[config.mk]
export PLATFORM = sky130hd
export DESIGN_NAME = noc_ni_injector
export DESIGN_NICKNAME = d
export VERILOG_FILES = /design/src/rtl/noc_ni_injector.sv
export SDC_FILE = /design/constraint.sdc
export NUM_CORES = 1
export LEC_CHECK = 0
export BUFFER_PORTS_ARGS = -buffer_cell sky130_fd_sc_hd__buf_2
export CAP_MARGIN = 20
export CORE_UTILIZATION = 50
export CTS_CLUSTER_SIZE = 40
export DETAILED_ROUTE_END_ITERATION = 7
export PLACE_DENSITY = 0.82
export SYNTH_ARGS = -nofsm -noshare
export SYNTH_HDL_FRONTEND = slang
export SYNTH_SLANG_ARGS = --single-unit
[constraint.sdc]
create_clock -name clk -period 3.2 [get_ports clk]
set_input_delay 0.32 -clock clk [delete_from_list [all_inputs] [get_ports clk]]
set_output_delay 0.32 -clock clk [all_outputs]
set_load 0.1 [all_outputs]
[src/rtl/noc_ni_injector.sv]
// Network-interface injector: turns (dest, len) requests plus a payload stream into
// header/payload flits for the router's local FIFO, gated by a credit counter. Optional macro: NI_CHECKSUM_EN.
module noc_ni_injector #(
   parameter int CREDITS = 8,
   parameter int ADDR_W  = 4,
   parameter int LEN_W   = 4
) (
   input  logic              clk,
   input  logic              rst,
   input  logic              req_valid,
   output logic              req_ready,
   input  logic [ADDR_W-1:0] req_dest,
   input  logic [LEN_W-1:0]  req_len,
   input  logic [7:0]        pl_data,
   input  logic              pl_valid,
   output logic              pl_ready,
   output logic [7:0]        flit_out,
   output logic              flit_wr,
   input  logic              credit_ret,
   output logic [3:0]        credit_cnt,
   output logic              busy,
   output logic              credit_err
);

   localparam int CW = $clog2(CREDITS + 1);

`ifdef NI_CHECKSUM_EN
   typedef enum logic [1:0] {IDLE, HEAD, BODY, CSUM} state_t;
   localparam state_t DONE_ST = CSUM;
`else
   typedef enum logic [1:0] {IDLE, HEAD, BODY} state_t;
   localparam state_t DONE_ST = IDLE;
`endif

   state_t            state_reg, state_next;
   logic [ADDR_W-1:0] dest_reg, dest_next;
   logic [LEN_W-1:0]  len_reg, len_next;
   logic [LEN_W-1:0]  remaining_reg, remaining_next;
   logic [CW-1:0]     credit_reg;
   logic [7:0]        flit_reg;
   logic              wr_reg;
   logic              err_reg;
   logic              send;
   logic [7:0]        send_data;
   logic              have_credit;
`ifdef NI_CHECKSUM_EN
   logic [7:0]        csum_reg;
`endif

   assign have_credit = (credit_reg != '0);

   always_comb begin
      state_next     = state_reg;
      dest_next      = dest_reg;
      len_next       = len_reg;
      remaining_next = remaining_reg;
      send           = 1'b0;
      send_data      = '0;
      req_ready      = 1'b0;
      pl_ready       = 1'b0;
      case (state_reg)
         IDLE: begin
            req_ready = 1'b1;
            if (req_valid) begin
               dest_next      = req_dest;
               len_next       = req_len;
               remaining_next = req_len;
               state_next     = HEAD;
            end
         end
         HEAD: begin
            if (have_credit) begin
               send       = 1'b1;
               send_data  = 8'({dest_reg, len_reg});
               state_next = (len_reg != '0) ? BODY : DONE_ST;
            end
         end
         BODY: begin
            pl_ready = have_credit;
            if (pl_valid && have_credit) begin
               send           = 1'b1;
               send_data      = pl_data;
               remaining_next = (remaining_reg != '0) ? remaining_reg - LEN_W'(1) : '0;
               if (remaining_reg <= LEN_W'(1))
                  state_next = DONE_ST;
            end
         end
`ifdef NI_CHECKSUM_EN
         CSUM: begin
            if (have_credit) begin
               send       = 1'b1;
               send_data  = csum_reg;
               state_next = IDLE;
            end
         end
`endif
         default: state_next = IDLE;
      endcase
   end

   always_ff @(posedge clk or negedge rst) begin
      if (!rst) begin
         state_reg     <= IDLE;
         dest_reg      <= '0;
         len_reg       <= '0;
         remaining_reg <= '0;
         flit_reg      <= '0;
         wr_reg        <= 1'b0;
      end else begin
         state_reg     <= state_next;
         dest_reg      <= dest_next;
         len_reg       <= len_next;
         remaining_reg <= remaining_next;
         wr_reg        <= send;
         if (send)
            flit_reg <= send_data;
      end
   end

   // A send and a returned credit in the same cycle cancel; an unmatched return at full count is an error.
   always_ff @(posedge clk or negedge rst) begin
      if (!rst) begin
         credit_reg <= CW'(CREDITS);
         err_reg    <= 1'b0;
      end else begin
         case ({send, credit_ret})
            2'b10: credit_reg <= credit_reg - CW'(1);
            2'b01: begin
               if (credit_reg == CW'(CREDITS))
                  err_reg <= 1'b1;
               else
                  credit_reg <= credit_reg + CW'(1);
            end
            default: credit_reg <= credit_reg;
         endcase
      end
   end

`ifdef NI_CHECKSUM_EN
   always_ff @(posedge clk or negedge rst) begin
      if (!rst)
         csum_reg <= '0;
      else if (state_reg == IDLE)
         csum_reg <= '0;
      else if (send)
         csum_reg <= csum_reg ^ send_data;
   end
`endif

   assign flit_out   = flit_reg;
   assign flit_wr    = wr_reg;
   assign credit_cnt = 4'(credit_reg);
   assign busy       = (state_reg != IDLE);
   assign credit_err = err_reg;

endmodule
==> impl_metrics.toml <==
[timing]
fin_max_slew_vios = 0
fin_crit_ns = 2.80
timing.fmax_mhz = 357
finClkSkew_ns = 0.00550
grt_setup_unrepaired = "no"
hold_violations = 0
min_period_over_period_pct = 87.5
timing.slew.headroom_pct = 58.6
setup_viol = 0
worst_max_slew_pin_slew_ns = 0.621
hold-worst-slack_ns = 0.202
setup_tns_ns = 0

[placed_design]
placer_s_final_routability_congestion_estimate = 0.859
port-buffer-count = 37
detailed_placement_hpwl_um = 2330

[detailed_routing]
firstDrtPassIters = 4
dr_total_vias = 1136
top_layer_used = "met4"
detailroute.wirelength.met2_um = 1520
wl_per_cell_um = 15.3
ant_nets = 0
detail_route.wirelength_um = 3080
wl_met3_um = 116
drt-initial-drc-count = 40
post_drt_via_cell_ratio = 5.65
drc = 0
wl_met1_um = 1410

[flow_run]
total_of_max_cap_violations = 0

[clock_tree]
ctsRootBufferMaster = "clkbuf_4"
cts_buffers = 3
clock_sinks = 28
tritoncts_clock_tree = "built"
cts.clk_slew.worst_paths_ns = 0.16
cts.repair_timing.setup_buffer_count = 0
ctsHtreeMaxLevel = 1
clk_latency_ns = 0.34
clockBufferDepth = 2

[synth]
synth_ff_type = "dfrtp_1"
synthesis.nets = 161
synth.lib_cells_used.distinct = 41
ys.warnings.count = 0
post_synth_instance_area_um2 = 1460
synth-seq-cells = 28
async_flop_share_pct = 100
synthCells = 134
average_cell_area_after_synthesis_um2 = 10.9
synth-edff-count = 0
synth_seq_area_share_pct = 48.1

[floorplan]
die_width_um = 56.0
io_pins = 38
design.die.area_um2 = 3140
placement_rows = 19
starting_density_pct = 52.9
core_region_area_um2 = 2760
fp.dieH_um = 56.0

[finish]
largest_register_ffs = 8
final-seq-area_um2 = 702
antenna_cells = 0
multiInputGateArea_um2 = 689
fin_nets = 198
final_layout_size_suffix_gt1_share_pct = 35.3
syn_to_final_growth_pct = 17.1
fillCellCount = 260

[worst_setup_path]
timing_worst_setup_path_type = "reg -> reg"
crit_path_end = "credit_cnt[3]$_DFFE_PN1P_"
critical_path.reg2reg.endpoint = "credit_cnt[3]$_DFFE_PN1P_"
crit_required_ns = 3.48
cp_data_arrival_time_ns = 3.08
worst_r2r_path_cells = 10
ff2ff_setup_slack_ns = 0.40
worstSetupStartpoint = "state_reg[0]$_DFFE_PN0P_"
worst_r2r_startpoint = "state_reg[0]$_DFFE_PN0P_"
timing.critical_path.to_type = "register"
worstSetupStartpointType = "register"
path_max_fanout = 11

[min_path]
holdCritPathClass = "in -> reg"

[global_route]
track_usage_pct = 21.7
grt_pass1_wl_um = 5370
number_of_antenna_violations_at_the_first_check_in_global_routing = 0
first_global_vias = 1160
grt_max_degree = 29
grt.overflow.total = 0

[run_status]
status = "finished clean"
==> layer usage <==
layer,up-vias,global-route usage [%]
met5,-,0
met4,0,7.32
met3,3,2.79
met2,35,35.7
met1,544,29.8
li1,554,-
==> critical path, cell delays in order, from the launching register on <==
cell	delay, ns
dfrtp_1	0.43
inv_1	0.11
ha_1	0.33
a21oi_1	0.14
or3_1	0.49
nand2_1	0.23
ha_1	0.27
a21o_2	0.19
a21oi_1	0.17
mux2i_1	0.23
xor2_1	0.16
==> synthesized netlist by cell type, drive strengths merged (2+ instances only) <==
| master | instances | share of area (%) |
|---|---|---|
| and3 | 2 | 1.3 |
| o21ai | 15 | 5.9 |
| mux2i | 3 | 2.1 |
| a21oi | 3 | 1.0 |
| xor2 | 3 | 1.8 |
| and2 | 2 | 1.0 |
| a22oi | 8 | 4.1 |
| nand2 | 16 | 4.1 |
| mux2 | 8 | 6.2 |
| nor2 | 2 | 0.51 |
| a31oi | 2 | 0.86 |
| clkbuf | 3 | 0.77 |
| inv | 8 | 2.1 |
| ha | 5 | 4.3 |
| dfrtp | 27 | 46 |
| buf | 2 | 1.1 |
| or4 | 2 | 1.0 |
| nand3 | 3 | 1.0 |
==> layout by cell type (no fill, tap or decap), types with 2 or more instances in the layout <==
master	netlist	routed
inv_1	8	8
nand2_1	16	16
xor2_1	3	3
a22oi_1	8	8
a21oi_1	3	3
clkbuf_4	0	3
and2_2	2	2
a31oi_1	2	2
dfrtp_1	27	27
ha_1	5	5
or4_1	2	2
o21ai_0	14	14
nor2_1	2	2
nand3_1	3	3
mux2_2	8	8
mux2i_1	3	3
buf_2	1	37
==> kinds of logic (layout without fill, tap and decap cells) <==
group | Yosys count | count (layout) | synth area share, %
compound gates | 36 | 36 | 16.6
simple gates | 36 | 36 | 14.9
flops | 28 | 28 | 48.1
buf+inv | 14 | 50 | 4.63
mux | 11 | 11 | 8.23
fa+ha+maj | 6 | 6 | 5.66
xor+xnor | 3 | 3 | 1.80
==> cell type report <==
cell class / instances / share of cell area [%]
clock buffers: 3 / 1.32
clock inverters: 1 / 1.76
inverters: 8 / 1.76
multi-input cells: 92 / 40.4
flip-flops and latches: 28 / 41.1
well taps: 31 / 2.27
repair buffers: 38 / 11.4
==> worst min-delay path by stage <==
| stage | from | endpoint | slack, ns | depth (start not counted) |
|---|---|---|---|---|
| 3_3_place_gp | rst | credit_cnt[2]$_DFFE_PN0P_ | 0.35 | 1 |
| 3_5_place_dp | rst | credit_cnt[1]$_DFFE_PN0P_ | 0.36 | 1 |
| 6_report | req_dest[1] | dest_reg[1]$_DFFE_PN0P_ | 0.20 | 2 |
| 5_1_grt | req_dest[1] | dest_reg[1]$_DFFE_PN0P_ | 0.19 | 2 |
| 2_1_floorplan | rst | credit_cnt[0]$_DFFE_PN0P_ | 0.02 | 0 |
| 4_1_cts | req_dest[1] | dest_reg[1]$_DFFE_PN0P_ | 0.20 | 2 |
==> per-stage QoR <==
step | area [µm²] | setup WS, ns | utilization, % | std cells
final | 1710 | 0.401 | 61.9 | 201
after global routing | 1710 | 0.123 | 61.9 | 201
after CTS | 1710 | 0.421 | 61.9 | 201
after detailed placement | 1650 | 0.451 | 59.7 | 196
after global placement | 1650 | 0.623 | 59.7 | 196
after floorplan | 1460 | 0.195 | - | 134
==> repair_timing <==
action / in CTS / in global routing
gates resized for setup: 0 / 0
hold endpoints to repair: 27 / 0
hold buffers: 1 / 0
Power is left out: the tool's default activity adds up to more than one toggle a clock period on the data nets, which glitch-free logic cannot reach.
